<file path="src/rtl/ecs8_ef_pkg.sv">
// Shared types and helpers for the Flash/Ethernet external bus controller.
// Latency: n/a (types and constant helpers only).
// Backpressure: n/a.
package ecs8_ef_pkg;

    localparam int CNT_W = 4;

    typedef enum logic [2:0] {
        IDLE  = 3'd0,
        SETUP = 3'd1,
        PULSE = 3'd2,
        HOLD  = 3'd3,
        TURN  = 3'd4
    } state_t;

    typedef enum logic {
        FL = 1'b0,
        EN = 1'b1
    } dev_t;

    // Phase counters count down to zero, so a phase of N cycles loads N-1.
    function automatic logic [CNT_W-1:0] cnt_load(input int cycles);
        return CNT_W'(cycles - 1);
    endfunction

endpackage

</file>
<file path="src/rtl/ecs8_ef_arb.sv">
// Two-way round-robin grant between the flash and ethernet requesters.
// Latency: grant is combinational; the round-robin pointer updates on the edge a grant is taken.
// Backpressure: none of its own; the sequencer only takes a grant while idle.
module ecs8_ef_arb
    import ecs8_ef_pkg::*;
(
    input  logic clk,
    input  logic rst,
    input  logic fl_req,
    input  logic en_req,
    input  logic take,
    output logic gnt_vld,
    output dev_t gnt_dev
);

    dev_t last;

    // Pick the device that was not served last when both are asking.
    always_comb begin
        gnt_vld = fl_req | en_req;
        gnt_dev = FL;
        if (fl_req && en_req) begin
            gnt_dev = (last == FL) ? EN : FL;
        end else if (en_req) begin
            gnt_dev = EN;
        end
    end

    // Remember who was granted; reset to EN so flash wins the first tie.
    always_ff @(posedge clk) begin
        if (rst) begin
            last <= EN;
        end else if (take && gnt_vld) begin
            last <= gnt_dev;
        end
    end

endmodule

</file>
<file path="src/rtl/ecs8_ef_bus_ctrl.sv">
// Arbiter and setup/pulse/hold strobe sequencer for the shared Flash/Ethernet bus.
// Latency: ack in last HOLD cycle, 1+SU+PW+HD cycles after req is seen in IDLE; reads add TA turnaround.
// Backpressure: a requester holds req and its fields until ack; the loser of arbitration waits.
module ecs8_ef_bus_ctrl
    import ecs8_ef_pkg::*;
#(
    parameter int AW    = 26,
    parameter int DW    = 32,
    parameter int FL_SU = 2,
    parameter int FL_PW = 4,
    parameter int FL_HD = 1,
    parameter int EN_SU = 1,
    parameter int EN_PW = 3,
    parameter int EN_HD = 1,
    parameter int TA    = 2
)(
    input  logic          clk,
    input  logic          rst,
    input  logic          fl_req,
    input  logic          fl_we,
    input  logic [AW-1:0] fl_adr,
    input  logic [DW-1:0] fl_wdt,
    output logic          fl_ack,
    output logic [DW-1:0] fl_rdt,
    input  logic          en_req,
    input  logic          en_we,
    input  logic [AW-1:0] en_adr,
    input  logic [DW-1:0] en_wdt,
    input  logic [3:0]    en_be,
    output logic          en_ack,
    output logic [DW-1:0] en_rdt,
    output logic [AW-1:0] ef_a,
    output logic [DW-1:0] ef_d_o,
    output logic          ef_d_e,
    input  logic [DW-1:0] ef_d_i,
    output logic          flash_ce_n,
    output logic          flash_oe_n,
    output logic          flash_we_n,
    output logic          enet_rd_n,
    output logic          enet_wr_n,
    output logic [3:0]    enet_be_n
);

    typedef struct packed {
        dev_t          dev;
        logic          we;
        logic [AW-1:0] adr;
        logic [DW-1:0] wdt;
        logic [3:0]    be;
    } xfer_t;

    localparam logic [CNT_W-1:0] FL_SU_LD = cnt_load(FL_SU);
    localparam logic [CNT_W-1:0] FL_PW_LD = cnt_load(FL_PW);
    localparam logic [CNT_W-1:0] FL_HD_LD = cnt_load(FL_HD);
    localparam logic [CNT_W-1:0] EN_SU_LD = cnt_load(EN_SU);
    localparam logic [CNT_W-1:0] EN_PW_LD = cnt_load(EN_PW);
    localparam logic [CNT_W-1:0] EN_HD_LD = cnt_load(EN_HD);
    localparam logic [CNT_W-1:0] TA_LD    = cnt_load(TA);
    localparam bit               HAS_TURN = (TA > 0);

    state_t           state;
    state_t           state_nxt;
    logic [CNT_W-1:0] cnt;
    logic [CNT_W-1:0] cnt_nxt;
    xfer_t            cur;
    xfer_t            cur_nxt;

    logic             gnt_vld;
    dev_t             gnt_dev;

    logic             busy;
    logic             strobe;
    logic             last_hold;
    logic             is_fl;
    logic             rd_sample;
    logic [DW-1:0]    d_o_nxt;

    ecs8_ef_arb u_arb (
        .clk     (clk),
        .rst     (rst),
        .fl_req  (fl_req),
        .en_req  (en_req),
        .take    (state == IDLE),
        .gnt_vld (gnt_vld),
        .gnt_dev (gnt_dev)
    );

    // State, phase counter and latched transfer registers.
    always_ff @(posedge clk) begin
        if (rst) begin
            state <= IDLE;
            cnt   <= '0;
            cur   <= '0;
        end else begin
            state <= state_nxt;
            cnt   <= cnt_nxt;
            cur   <= cur_nxt;
        end
    end

    // Next state: walk the phases, reloading the counter on each phase entry.
    always_comb begin
        state_nxt = state;
        cnt_nxt   = cnt;
        cur_nxt   = cur;
        case (state)
            IDLE: begin
                if (gnt_vld) begin
                    cur_nxt.dev = gnt_dev;
                    if (gnt_dev == FL) begin
                        cur_nxt.we  = fl_we;
                        cur_nxt.adr = fl_adr;
                        cur_nxt.wdt = fl_wdt;
                        cur_nxt.be  = 4'hF;
                        cnt_nxt     = FL_SU_LD;
                    end else begin
                        cur_nxt.we  = en_we;
                        cur_nxt.adr = en_adr;
                        cur_nxt.wdt = en_wdt;
                        cur_nxt.be  = en_be;
                        cnt_nxt     = EN_SU_LD;
                    end
                    state_nxt = SETUP;
                end
            end
            SETUP: begin
                if (cnt == '0) begin
                    state_nxt = PULSE;
                    cnt_nxt   = (cur.dev == FL) ? FL_PW_LD : EN_PW_LD;
                end else begin
                    cnt_nxt = cnt - 1'b1;
                end
            end
            PULSE: begin
                if (cnt == '0) begin
                    state_nxt = HOLD;
                    cnt_nxt   = (cur.dev == FL) ? FL_HD_LD : EN_HD_LD;
                end else begin
                    cnt_nxt = cnt - 1'b1;
                end
            end
            HOLD: begin
                if (cnt == '0) begin
                    if (!cur.we && HAS_TURN) begin
                        state_nxt = TURN;
                        cnt_nxt   = TA_LD;
                    end else begin
                        state_nxt = IDLE;
                    end
                end else begin
                    cnt_nxt = cnt - 1'b1;
                end
            end
            TURN: begin
                if (cnt == '0) begin
                    state_nxt = IDLE;
                end else begin
                    cnt_nxt = cnt - 1'b1;
                end
            end
            default: begin
                state_nxt = IDLE;
            end
        endcase
    end

    // Pin values for the upcoming cycle, derived from where the FSM is heading.
    always_comb begin
        busy      = (state_nxt == SETUP) || (state_nxt == PULSE) || (state_nxt == HOLD);
        strobe    = (state_nxt == PULSE);
        last_hold = (state_nxt == HOLD) && (cnt_nxt == '0);
        is_fl     = (cur_nxt.dev == FL);
        rd_sample = (state == PULSE) && (cnt == '0) && !cur.we;
        d_o_nxt   = ef_d_o;
        if ((state == IDLE) && gnt_vld && cur_nxt.we) begin
            d_o_nxt = cur_nxt.wdt;
        end
    end

    // Registered pins, acks and read-data capture; reset drops every strobe at once.
    always_ff @(posedge clk) begin
        if (rst) begin
            ef_a       <= '0;
            ef_d_o     <= '0;
            ef_d_e     <= 1'b0;
            flash_ce_n <= 1'b1;
            flash_oe_n <= 1'b1;
            flash_we_n <= 1'b1;
            enet_rd_n  <= 1'b1;
            enet_wr_n  <= 1'b1;
            enet_be_n  <= 4'hF;
            fl_ack     <= 1'b0;
            en_ack     <= 1'b0;
            fl_rdt     <= '0;
            en_rdt     <= '0;
        end else begin
            ef_a       <= cur_nxt.adr;
            ef_d_o     <= d_o_nxt;
            ef_d_e     <= busy && cur_nxt.we;
            flash_ce_n <= !(busy && is_fl);
            flash_oe_n <= !(strobe && is_fl && !cur_nxt.we);
            flash_we_n <= !(strobe && is_fl && cur_nxt.we);
            enet_rd_n  <= !(strobe && !is_fl && !cur_nxt.we);
            enet_wr_n  <= !(strobe && !is_fl && cur_nxt.we);
            enet_be_n  <= (busy && !is_fl) ? ~cur_nxt.be : 4'hF;
            fl_ack     <= last_hold && is_fl;
            en_ack     <= last_hold && !is_fl;
            if (rd_sample) begin
                if (cur.dev == FL) begin
                    fl_rdt <= ef_d_i;
                end else begin
                    en_rdt <= ef_d_i;
                end
            end
        end
    end

endmodule

</file>
<file path="config.mk">
export PLATFORM = sky130hd
export DESIGN_NAME = ecs8_ef_bus_ctrl
export DESIGN_NICKNAME = d
export VERILOG_FILES = /design/src/rtl/ecs8_ef_pkg.sv /design/src/rtl/ecs8_ef_arb.sv /design/src/rtl/ecs8_ef_bus_ctrl.sv
export SDC_FILE = /design/constraint.sdc
export NUM_CORES = 1
export LEC_CHECK = 0
export BUFFER_PORTS_ARGS = -buffer_cell sky130_fd_sc_hd__buf_4
export CELL_PAD_IN_SITES_DETAIL_PLACEMENT = 0
export CELL_PAD_IN_SITES_GLOBAL_PLACEMENT = 1
export CORE_MARGIN = 2
export CORE_UTILIZATION = 30
export DETAILED_ROUTE_END_ITERATION = 16
export PLACE_DENSITY = 0.77
export SKIP_CTS_REPAIR_TIMING = 1
export SLEW_MARGIN = 20
export SYNTH_ARGS = -nofsm -noshare
export SYNTH_HDL_FRONTEND = slang
export SYNTH_HIERARCHICAL = 1
export SYNTH_SLANG_ARGS = --single-unit
</file>
<file path="constraint.sdc">
create_clock -name clk -period 3.2 [get_ports clk]
set_input_delay 0.16 -clock clk [delete_from_list [all_inputs] [get_ports clk]]
set_output_delay 0.16 -clock clk [all_outputs]
set_load 0.005 [all_outputs]
</file>
==> results.py <==
metrics = {
    "synthesis": {
        "ys_seq_area_frac": 0.4727,
        "post-synth-top-area-cell": "dfxtp_1",
        "ys_async_sr_fraction": 0,
        "yosys_warnings": 6,
        "syn_nets": 882,
        "synth.area.top_cells": "dfxtp_1, mux2i_1, nand2_1, a211oi_1, a21oi_1",
        "ys_ff_latch": 149,
        "synth_edf_count": 0,
        "syn_area_um2": 6310,
        "syn_avg_cell_area_um2": 8.739,
        "netlist_instances": 722,
        "yosys_most_used_dff": "dfxtp_1",
        "synth_top_area_frac": 0.4727,
        "synth_cell_types": 51,
    },
    "placed_design": {
        "io_buffers": 291,
        "dp_hpwl_mm": 13.29,
        "globalplace.congestion": 0.7292,
        "dpl_worst_slack_ns": 0.7033,
        "placed_cell_area_um2": 8462,
    },
    "sta": {
        "hold_violations": 1,
        "finalMaxSlewViolations": 0,
        "final.setup_skew_ns": 0.01126,
        "rsz0062_at_grt": "no",
        "fmax_mhz": 387.1,
        "period_needed_ns": 2.583,
        "setup_slack_ns": 0.6170,
        "tightest_slew_ns": 0.7803,
        "final.period_utilization": 0.8072,
        "finalSetupViolations": 0,
        "finalSetupTns_ns": 0,
        "relSlewSlack": 0.4798,
        "timing.hold.ws_ns": -0.001864,
    },
    "grt": {
        "track_usage": 0.1644,
        "grt_pass1_wl_mm": 28.83,
        "grt_pass1_vias": 5496,
        "grt_max_degree": 71,
        "antenna_found_initial": 0,
        "grt_overflow": 0,
    },
    "worst_setup_path": {
        "max_stage_delay_ns": 0.42,
        "start_kind": "flip-flop",
        "crit_slowest_cell": "nor3b_4",
        "end_kind": "flip-flop",
        "crit_chain": "inv_1 -> ha_1 -> nor3b_4 -> inv_4 -> ha_1 -> nor2b_1 -> o22ai_1 -> nor3b_2 -> nand4_1 -> nor4_1",
        "crit_top_cell": "ha_1",
        "crit_path_start": "cnt[0]",
        "crit_fanout": 8,
        "r2r_start": "cnt[0]",
        "crit_type": "flip-flop to flip-flop",
        "ff2ff_setup_slack_ns": 0.62,
        "reg2reg_depth": 10,
        "crit_end": "en_ack",
        "worstPathArrival_ns": 2.88,
        "required_ns": 3.50,
        "worst_r2r_endpoint": "en_ack",
    },
    "clocking": {
        "htreeDepth": 4,
        "cts_buffers": 17,
        "clockBufferDepth": 2,
        "cts_tree": "built",
        "cts.clk_slew.worst_paths_ns": 0.07,
        "clock_latency_ns": 0.41,
        "clkSinkCount": 149,
        "cts_root_buffer": "clkbuf_16",
    },
    "route": {
        "via_per_inst": 4.650,
        "dr.pass1.iters": 5,
        "num_vias": 5905,
        "wire_per_inst_um": 14.91,
        "drcViolationCount": 0,
        "antenna_left": 0,
        "first_iter_violations": 197,
        "drt-total-wl_mm": 18.93,
    },
    "power": {
        "leakagePower_nw": 3.922,
        "power_density_nw_per_um2": 714.8,
        "ir_drop_mv": 0.3656,
        "power.total_mw": 6.645,
    },
    "die": {
        "ioPinCount": 292,
        "start_util": 0.3030,
        "chipWidth_um": 149.0,
        "die_area_um2": 22210,
        "core-area_um2": 20820,
        "fp.dieH_um": 149.0,
        "rows": 53,
    },
    "cells_and_area": {
        "nNetsFinal": 1142,
        "num_antenna_cells": 0,
        "drive_above_1_share": 0.3508,
        "syn_to_final_growth_pct": 47.33,
        "final_area_um2": 9296,
    },
    "outcome": {
        "status": "finished with violations",
        "violations": "hold timing",
    },
    "min_path": {
        "min_path_type": "primary input to flip-flop",
        "min_from": "ef_d_i[11]",
    },
    "run": {
        "drv_cap": 0,
    },
}
[cells by family after synthesis]
group | share of synthesized area
buffers and inverters | 0.08190
and+or+nand+nor | 0.1872
xor gates and xnor gates | 0.001388
AOI/OAI and AO/OA | 0.1561
adders and majority gates | 0.003965
muxes | 0.09677
DFF | 0.4727
[stage by stage]
stage / util / cells
floorplan: - / 722
global placement: 0.4064 / 1215
detailed placement: 0.4064 / 1215
CTS: 0.4354 / 1247
global route: 0.4465 / 1270
finish: 0.4465 / 1270
[worst max-delay path: cells and delay by family, from the launching register on]
family / cells / cell delay, ns
compound gates: 1 / 0.13
flops: 1 / 0.37
fa+ha+maj: 2 / 0.56
buf+inv: 2 / 0.29
simple gates: 5 / 1.12
[Yosys cell counts, drive strengths merged, types with 3 or more instances]
master    n
inv       6
buf      61
dfxtp   149
clkbuf   22
a31oi     3
nor2     83
or3       3
nand4     4
nand3b    9
o21ai     7
a21oi    71
nor3b     8
nor2b     7
a211oi   58
mux2i    61
nor3      6
nand2b    3
nand2   133
[registers in the layout (all words and copies together) (netlist names), 3 cells and up]
name and count:
enet_be_n 4, cur 7, en_rdt 32, ef_a 26, fl_rdt 32, ef_d_o 32, state 3, cnt 4
[how the worst min path moves through the flow]
stage,cells after the start,endpoint,slack [ns]
after global placement,3,fl_rdt[1],0.42
after detailed placement,3,fl_rdt[1],0.43
after floorplan,1,u_arb/last,0.27
final,3,fl_rdt[11],-0.002
after global routing,3,en_rdt[25],0.0004
after CTS,3,fl_rdt[1],-0.02
[cells in the final DEF, fill, tap and decap left out, types with 4 or more instances in the layout]
master         instances
buf_4                300
dfxtp_1              149
nand2_1              133
nor2_1                81
a21oi_1               71
mux2i_1               61
a211oi_1              58
dlygate4sd3_1         23
clkbuf_16             17
nand3b_1               9
nor2b_1                6
nor3_1                 6
o21ai_0                6
nor3b_1                6
inv_1                  5
inv_6                  5
nand4_1                4
[report_power, final]
part           switching (mW)  internal, mW
sequential              0.236          2.23
combinational            1.07          1.06
clock                   0.856          1.20
[layer usage]
layer	GRT usage	routed length, µm	vias up
met5	0	0	-
met4	0.04476	146	0
met3	0.07676	2152	12
met2	0.2770	8818	221
met1	0.1876	7814	2687
li1	-	-	2985
[final cells by class]
class                      count  area (µm²)
clock inverter                14       165.2
clock buffer                  18       439.2
inverter                       6       25.02
tap                          275       344.1
fill                        2105       11530
multi-input combinational    484        2838
sequential                   149        2983
timing repair buffer         324        2502
(Power assumes the default switching activity.)
